<file path="config.mk">
export PLATFORM = sky130hd
export DESIGN_NAME = wb_trace_collector_flat
export DESIGN_NICKNAME = d
export VERILOG_FILES = /design/src/rtl/wb_trace_collector_if.sv /design/src/rtl/wb_trace_collector.sv /design/src/flat_wrapper.sv
export SDC_FILE = /design/constraint.sdc
export NUM_CORES = 1
export LEC_CHECK = 0
export BUFFER_PORTS_ARGS = -buffer_cell sky130_fd_sc_hd__buf_2
export CORE_ASPECT_RATIO = 1.75
export CORE_MARGIN = 5
export CORE_UTILIZATION = 30
export DETAILED_ROUTE_END_ITERATION = 12
export SYNTH_ARGS = -nofsm -noshare
export SYNTH_HDL_FRONTEND = slang
export SYNTH_SLANG_ARGS = --single-unit
</file>
<file path="constraint.sdc">
create_clock -name clk -period 16.9 [get_ports clk]
set_input_delay 5.07 -clock clk [delete_from_list [all_inputs] [get_ports clk]]
set_output_delay 5.07 -clock clk [all_outputs]
set_load 0.03 [all_outputs]
</file>
<file path="src/rtl/wb_trace_collector_if.sv">
// Writeback commit port and trace-record read port of the trace collector.
// The collector uses the slave view; the commit source / reader uses master.
interface wb_trace_collector_if #(
  parameter int DATA_W = 32
) ();
  logic              wb_valid;
  logic [DATA_W-1:0] wb_pc;
  logic [4:0]        wb_rd;
  logic [DATA_W-1:0] wb_data;
  logic              out_valid;
  logic              out_ready;
  logic [DATA_W-1:0] out_pc;
  logic [4:0]        out_rd;
  logic [DATA_W-1:0] out_data;

  modport master (
    output wb_valid, wb_pc, wb_rd, wb_data, out_ready,
    input  out_valid, out_pc, out_rd, out_data
  );

  modport slave (
    input  wb_valid, wb_pc, wb_rd, wb_data, out_ready,
    output out_valid, out_pc, out_rd, out_data
  );
endinterface

</file>
<file path="src/rtl/wb_trace_collector.sv">
// Commit trace collector: counts commits, folds them into a rotating signature
// and queues register-writing commits in a DEPTH-entry FIFO for a reader.
module wb_trace_collector #(
  parameter int DEPTH  = 8,
  parameter int DATA_W = 32
) (
  input  logic                 clk,
  input  logic                 reset,
  input  logic                 clear,
  wb_trace_collector_if.slave  bus,
  output logic [31:0]          commit_count,
  output logic [31:0]          signature,
  output logic                 overflow
);
  localparam int PTR_W = $clog2(DEPTH);
  localparam logic [PTR_W:0] FULL_CNT = (PTR_W + 1)'(DEPTH);

  logic [DATA_W-1:0] mem_pc   [DEPTH];
  logic [4:0]        mem_rd   [DEPTH];
  logic [DATA_W-1:0] mem_data [DEPTH];

  logic [PTR_W-1:0] rd_ptr;
  logic [PTR_W-1:0] wr_ptr;
  logic [PTR_W:0]   count;

  logic        out_valid_i;
  logic        full;
  logic        push_req;
  logic        pop;
  logic        push;
  logic [31:0] data32;
  logic [31:0] sig_next;

  generate
    if (DATA_W >= 32) begin : g_data_wide
      assign data32 = bus.wb_data[31:0];
    end else begin : g_data_narrow
      assign data32 = {{(32 - DATA_W){1'b0}}, bus.wb_data};
    end
  endgenerate

  assign out_valid_i = (count != '0);
  assign full        = (count == FULL_CNT);
  assign push_req    = bus.wb_valid && (bus.wb_rd != 5'd0);
  assign pop         = out_valid_i && bus.out_ready;
  // A full FIFO still accepts a push when the head leaves in the same cycle.
  assign push        = push_req && (!full || pop);
  assign sig_next    = {signature[30:0], signature[31]} ^ data32 ^ {27'b0, bus.wb_rd};

  always_ff @(posedge clk or negedge reset) begin
    if (!reset) begin
      rd_ptr       <= '0;
      wr_ptr       <= '0;
      count        <= '0;
      commit_count <= '0;
      signature    <= '0;
      overflow     <= 1'b0;
    end else if (clear) begin
      rd_ptr       <= '0;
      wr_ptr       <= '0;
      count        <= '0;
      commit_count <= '0;
      signature    <= '0;
      overflow     <= 1'b0;
    end else begin
      if (bus.wb_valid) begin
        commit_count <= commit_count + 32'd1;
        signature    <= sig_next;
      end
      if (push) wr_ptr <= wr_ptr + 1'b1;
      if (pop)  rd_ptr <= rd_ptr + 1'b1;
      if (push && !pop)      count <= count + 1'b1;
      else if (pop && !push) count <= count - 1'b1;
      if (push_req && full && !pop) overflow <= 1'b1;
    end
  end

  // Storage needs no reset: the head is masked to zero whenever the FIFO is empty.
  always_ff @(posedge clk) begin
    if (push && !clear) begin
      mem_pc[wr_ptr]   <= bus.wb_pc;
      mem_rd[wr_ptr]   <= bus.wb_rd;
      mem_data[wr_ptr] <= bus.wb_data;
    end
  end

  assign bus.out_valid = out_valid_i;
  assign bus.out_pc    = out_valid_i ? mem_pc[rd_ptr]   : '0;
  assign bus.out_rd    = out_valid_i ? mem_rd[rd_ptr]   : '0;
  assign bus.out_data  = out_valid_i ? mem_data[rd_ptr] : '0;
endmodule

</file>
<file path="src/flat_wrapper.sv">
// flat-port wrapper written by rule: the top's interface ports become plain ports
module wb_trace_collector_flat 
#(
  parameter int DEPTH  = 8,
  parameter int DATA_W = 32
)
  (clk, reset, clear, commit_count, signature, overflow, bus_wb_valid, bus_wb_pc, bus_wb_rd, bus_wb_data, bus_out_ready, bus_out_valid, bus_out_pc, bus_out_rd, bus_out_data);
  wb_trace_collector_if #(.DATA_W(DATA_W)) bus_i ();
  input  logic clk;
  input  logic reset;
  input  logic clear;
  output logic [31:0] commit_count;
  output logic [31:0] signature;
  output logic overflow;
  input wire logic [$bits(bus_i.wb_valid)-1:0] bus_wb_valid;
  input wire logic [$bits(bus_i.wb_pc)-1:0] bus_wb_pc;
  input wire logic [$bits(bus_i.wb_rd)-1:0] bus_wb_rd;
  input wire logic [$bits(bus_i.wb_data)-1:0] bus_wb_data;
  input wire logic [$bits(bus_i.out_ready)-1:0] bus_out_ready;
  output wire logic [$bits(bus_i.out_valid)-1:0] bus_out_valid;
  output wire logic [$bits(bus_i.out_pc)-1:0] bus_out_pc;
  output wire logic [$bits(bus_i.out_rd)-1:0] bus_out_rd;
  output wire logic [$bits(bus_i.out_data)-1:0] bus_out_data;
  assign bus_i.wb_valid = bus_wb_valid;
  assign bus_i.wb_pc = bus_wb_pc;
  assign bus_i.wb_rd = bus_wb_rd;
  assign bus_i.wb_data = bus_wb_data;
  assign bus_i.out_ready = bus_out_ready;
  assign bus_out_valid = bus_i.out_valid;
  assign bus_out_pc = bus_i.out_pc;
  assign bus_out_rd = bus_i.out_rd;
  assign bus_out_data = bus_i.out_data;
  wb_trace_collector #(.DEPTH(DEPTH), .DATA_W(DATA_W)) u_core (.clk(clk), .reset(reset), .clear(clear), .bus(bus_i), .commit_count(commit_count), .signature(signature), .overflow(overflow));
endmodule
</file>
==> results.cfg <==
[logic_synthesis]
synth-compound-area-share = 0.02280
ys.flop_type = edfxtp_1
seq_area_frac_synth = 0.7423
ys_warn_count = 0
muxShareOfSynthArea = 0.1588
synth_adder_area_share = 0.003322
synth_edf_count = 552
synth_simple_gate_area_frac = 0.04188
synth_top_family_by_area = multiplexers
synth_async_sr_flop_share = 0.1196
ys_types = 51
synth_cells = 1286
synth_nets = 1366
ys_seq_elements = 627
syn_area_mm2 = 0.02486
synthXorXnorAreaFrac = 0.01762
avgSynthCellArea_um2 = 19.33

[cts]
cts_root_buf = clkbuf_16
insertion_delay_ps = 620
ctsResizeCount = 0
clock-sinks = 627
cts_tree = yes
cts_buffers = 56
hold_buffers = 0
cts_setup_buffers = 0
clk_path_buf_depth = 3
cts-htree-levels = 2
clkTransAtPathRegs_ps = 60

[place]
gp_congestion = 0.7596
port_buffers = 208
hpwl_mm = 37.42
place_area_mm2 = 0.02715

[global_route]
grt_first_pass_wirelength_mm = 90.49
grt_overflow = 0
antenna_found_initial = 17
grt_usage = 0.1355
grt_pass1_vias = 13870
grt_max_degree = 74

[cells_and_area]
final_util = 0.3530
stdcell_area_mm2 = 0.02898
drive_gt1_frac = 0.3092
finalNetCount = 1581
area_growth_pct = 16.56

[critical_path]
cp.arrival_ps = 4110
cp_max_fo = 53
worst_r2r_path_depth = 11
path_cells = buf_4, buf_4, mux4_2, mux2i_1, nor2_1, buf_2
slowest_delay_ps = 940
critPathKind = register to primary output
worstSetupStartpointType = register
end_kind = primary output
cpMaxStageDelayCell = buf_4
cpMostUsedCell = buf_4
critical_path_required_ps = 11830

[floorplanning]
dieWidth_um = 227.6
fp.coreArea_mm2 = 0.08209
die_h_um = 390.8
io_pins = 209
initial_core_util = 0.3028
die_area_mm2 = 0.08895
placementRows = 139

[hold_path]
holdPathStages = 2
hold_class = register to register

[detailed_routing]
wl_per_cell_um = 23.31
drt-total-wl_mm = 60.83
antenna_left = 0
vias_per_cell = 4.864
drtPass1Iterations = 5
drc_errors = 0
drtIter0Drc = 588
vias = 12700

[flow_run]
max-cap-violations = 0

[pwr]
p_leak_nw = 9.529
ir_drop_mv = 0.1108
p_per_area_mw_per_mm2 = 142.1
power_w = 0.004119

[sta]
setup_violations = 0
slew_headroom = 0.2569
finalSetupTns_ps = 0
skew_ps = 38.58
drv_slew = 0
max_freq_ghz = 0.1090
hold_viol_final = 0
worstMarginPinSlew_ps = 1115
min_period_ps = 9177
rsz0062_at_grt = false
finalCritPeriodShare = 0.5430
holdWs_ps = 506.7

[outcome]
status = finished, final reports clean
==> cells in the mapped netlist (4+ instances only) <==
cell type | number | area share
nand3_1 | 14 | 0.0028
inv_1 | 11 | 0.0017
nor2_1 | 131 | 0.020
edfxtp_1 | 552 | 0.67
or4_1 | 8 | 0.0024
a21oi_1 | 18 | 0.0036
o21ai_0 | 7 | 0.0014
or2_2 | 4 | 0.0010
buf_1 | 15 | 0.0023
mux2i_1 | 76 | 0.031
ha_1 | 5 | 0.0025
nand2_1 | 18 | 0.0027
nor3_1 | 5 | 0.0010
mux4_2 | 138 | 0.13
and4_1 | 4 | 0.0014
or3_1 | 6 | 0.0015
xnor2_1 | 40 | 0.014
a211oi_1 | 27 | 0.0082
o31ai_1 | 7 | 0.0021
nand4_1 | 10 | 0.0025
dfrtp_1 | 75 | 0.075
o41ai_1 | 6 | 0.0021
xor2_1 | 10 | 0.0035
clkbuf_1 | 39 | 0.0059
o311ai_0 | 6 | 0.0021
buf_2 | 15 | 0.0030
==> flip-flops by register name, summed over array words and instances, names as in the netlist <==
name / cells
u_core.mem_rd: 40
u_core.signature: 32
u_core.commit_count: 32
u_core.rd_ptr: 3
u_core.overflow: 1
u_core.count: 4
u_core.mem_pc: 256
u_core.wr_ptr: 3
u_core.mem_data: 256
==> cell usage in the layout, fill, tap and decap left out, drive strengths merged, types with 7 or more instances in the layout <==
cell type and instances:
edfxtp 552, buf 227, mux4 138, nor2 131
mux2i 76, dfrtp 75, clkbuf 69, xnor2 40
a211oi 27, clkinv 23, nand2 18, a21oi 18
inv 16, nand3 14, nand4 11, xor2 10
or4 9, o21ai 8, o31ai 7
==> routing by layer <==
metal | vias up | wire, um | GRT usage
met3 | 89 | 3723 | 0.03380
met2 | 326 | 31980 | 0.2425
met4 | 10 | 1354 | 0.03536
met1 | 6668 | 23710 | 0.1622
li1 | 5602 | - | -
met5 | - | 66 | 0
==> cell families (layout without fill, tap and decap cells) <==
group,Yosys count,count (layout)
DFF,627,627
and+or+nand+nor,221,221
muxes,220,220
buffers and inverters,82,345
AOI/OAI and AO/OA,80,80
xor gates and xnor gates,50,50
adders and majority gates,6,6
other,0,4
==> where the power goes <==
part	switching, W	internal [W]
clock	0.000566	0.000690
sequential	0.0000549	0.00173
combinational	0.000684	0.000397
==> worst paths after layout <==
| check | start | endpoint | slack, ps |
|---|---|---|---|
| setup / recovery | u_core.rd_ptr[0] | bus_out_data[2] | 7720 |
| hold / removal | u_core.overflow | u_core.overflow | 510 |
| setup reg to reg | u_core.count[1] | u_core.count[3] | 13360 |
| hold reg to reg | u_core.overflow | u_core.overflow | 510 |
| max in group asynchronous | reset | u_core.rd_ptr[1] | 11310 |
| min in group asynchronous | reset | u_core.signature[20] | 4290 |
==> worst max-delay path, delay by kind of cell, from the launching register on <==
family        cells  cell delay [ps]
flops             1              730
mux               2              850
buf+inv           3             1750
simple gates      1               90
==> metrics by stage <==
step,std cells,setup slack (ps)
after floorplan,1286,5604
after global placement,2500,8151
after detailed placement,2500,8130
after CTS,2606,7433
after global routing,2607,7236
final,2610,7723
==> cell type report <==
type	count	area, um^2
multi-input cells	577	6131
fillers	7737	53110
clock buffers	69	1481
clock inverters	37	331.6
well taps	1057	1323
repair buffers	227	1191
inverters	12	45.04
diodes	4	10.01
flip-flops and latches	627	18460
Note: power is estimated with default switching activity, not from simulation.
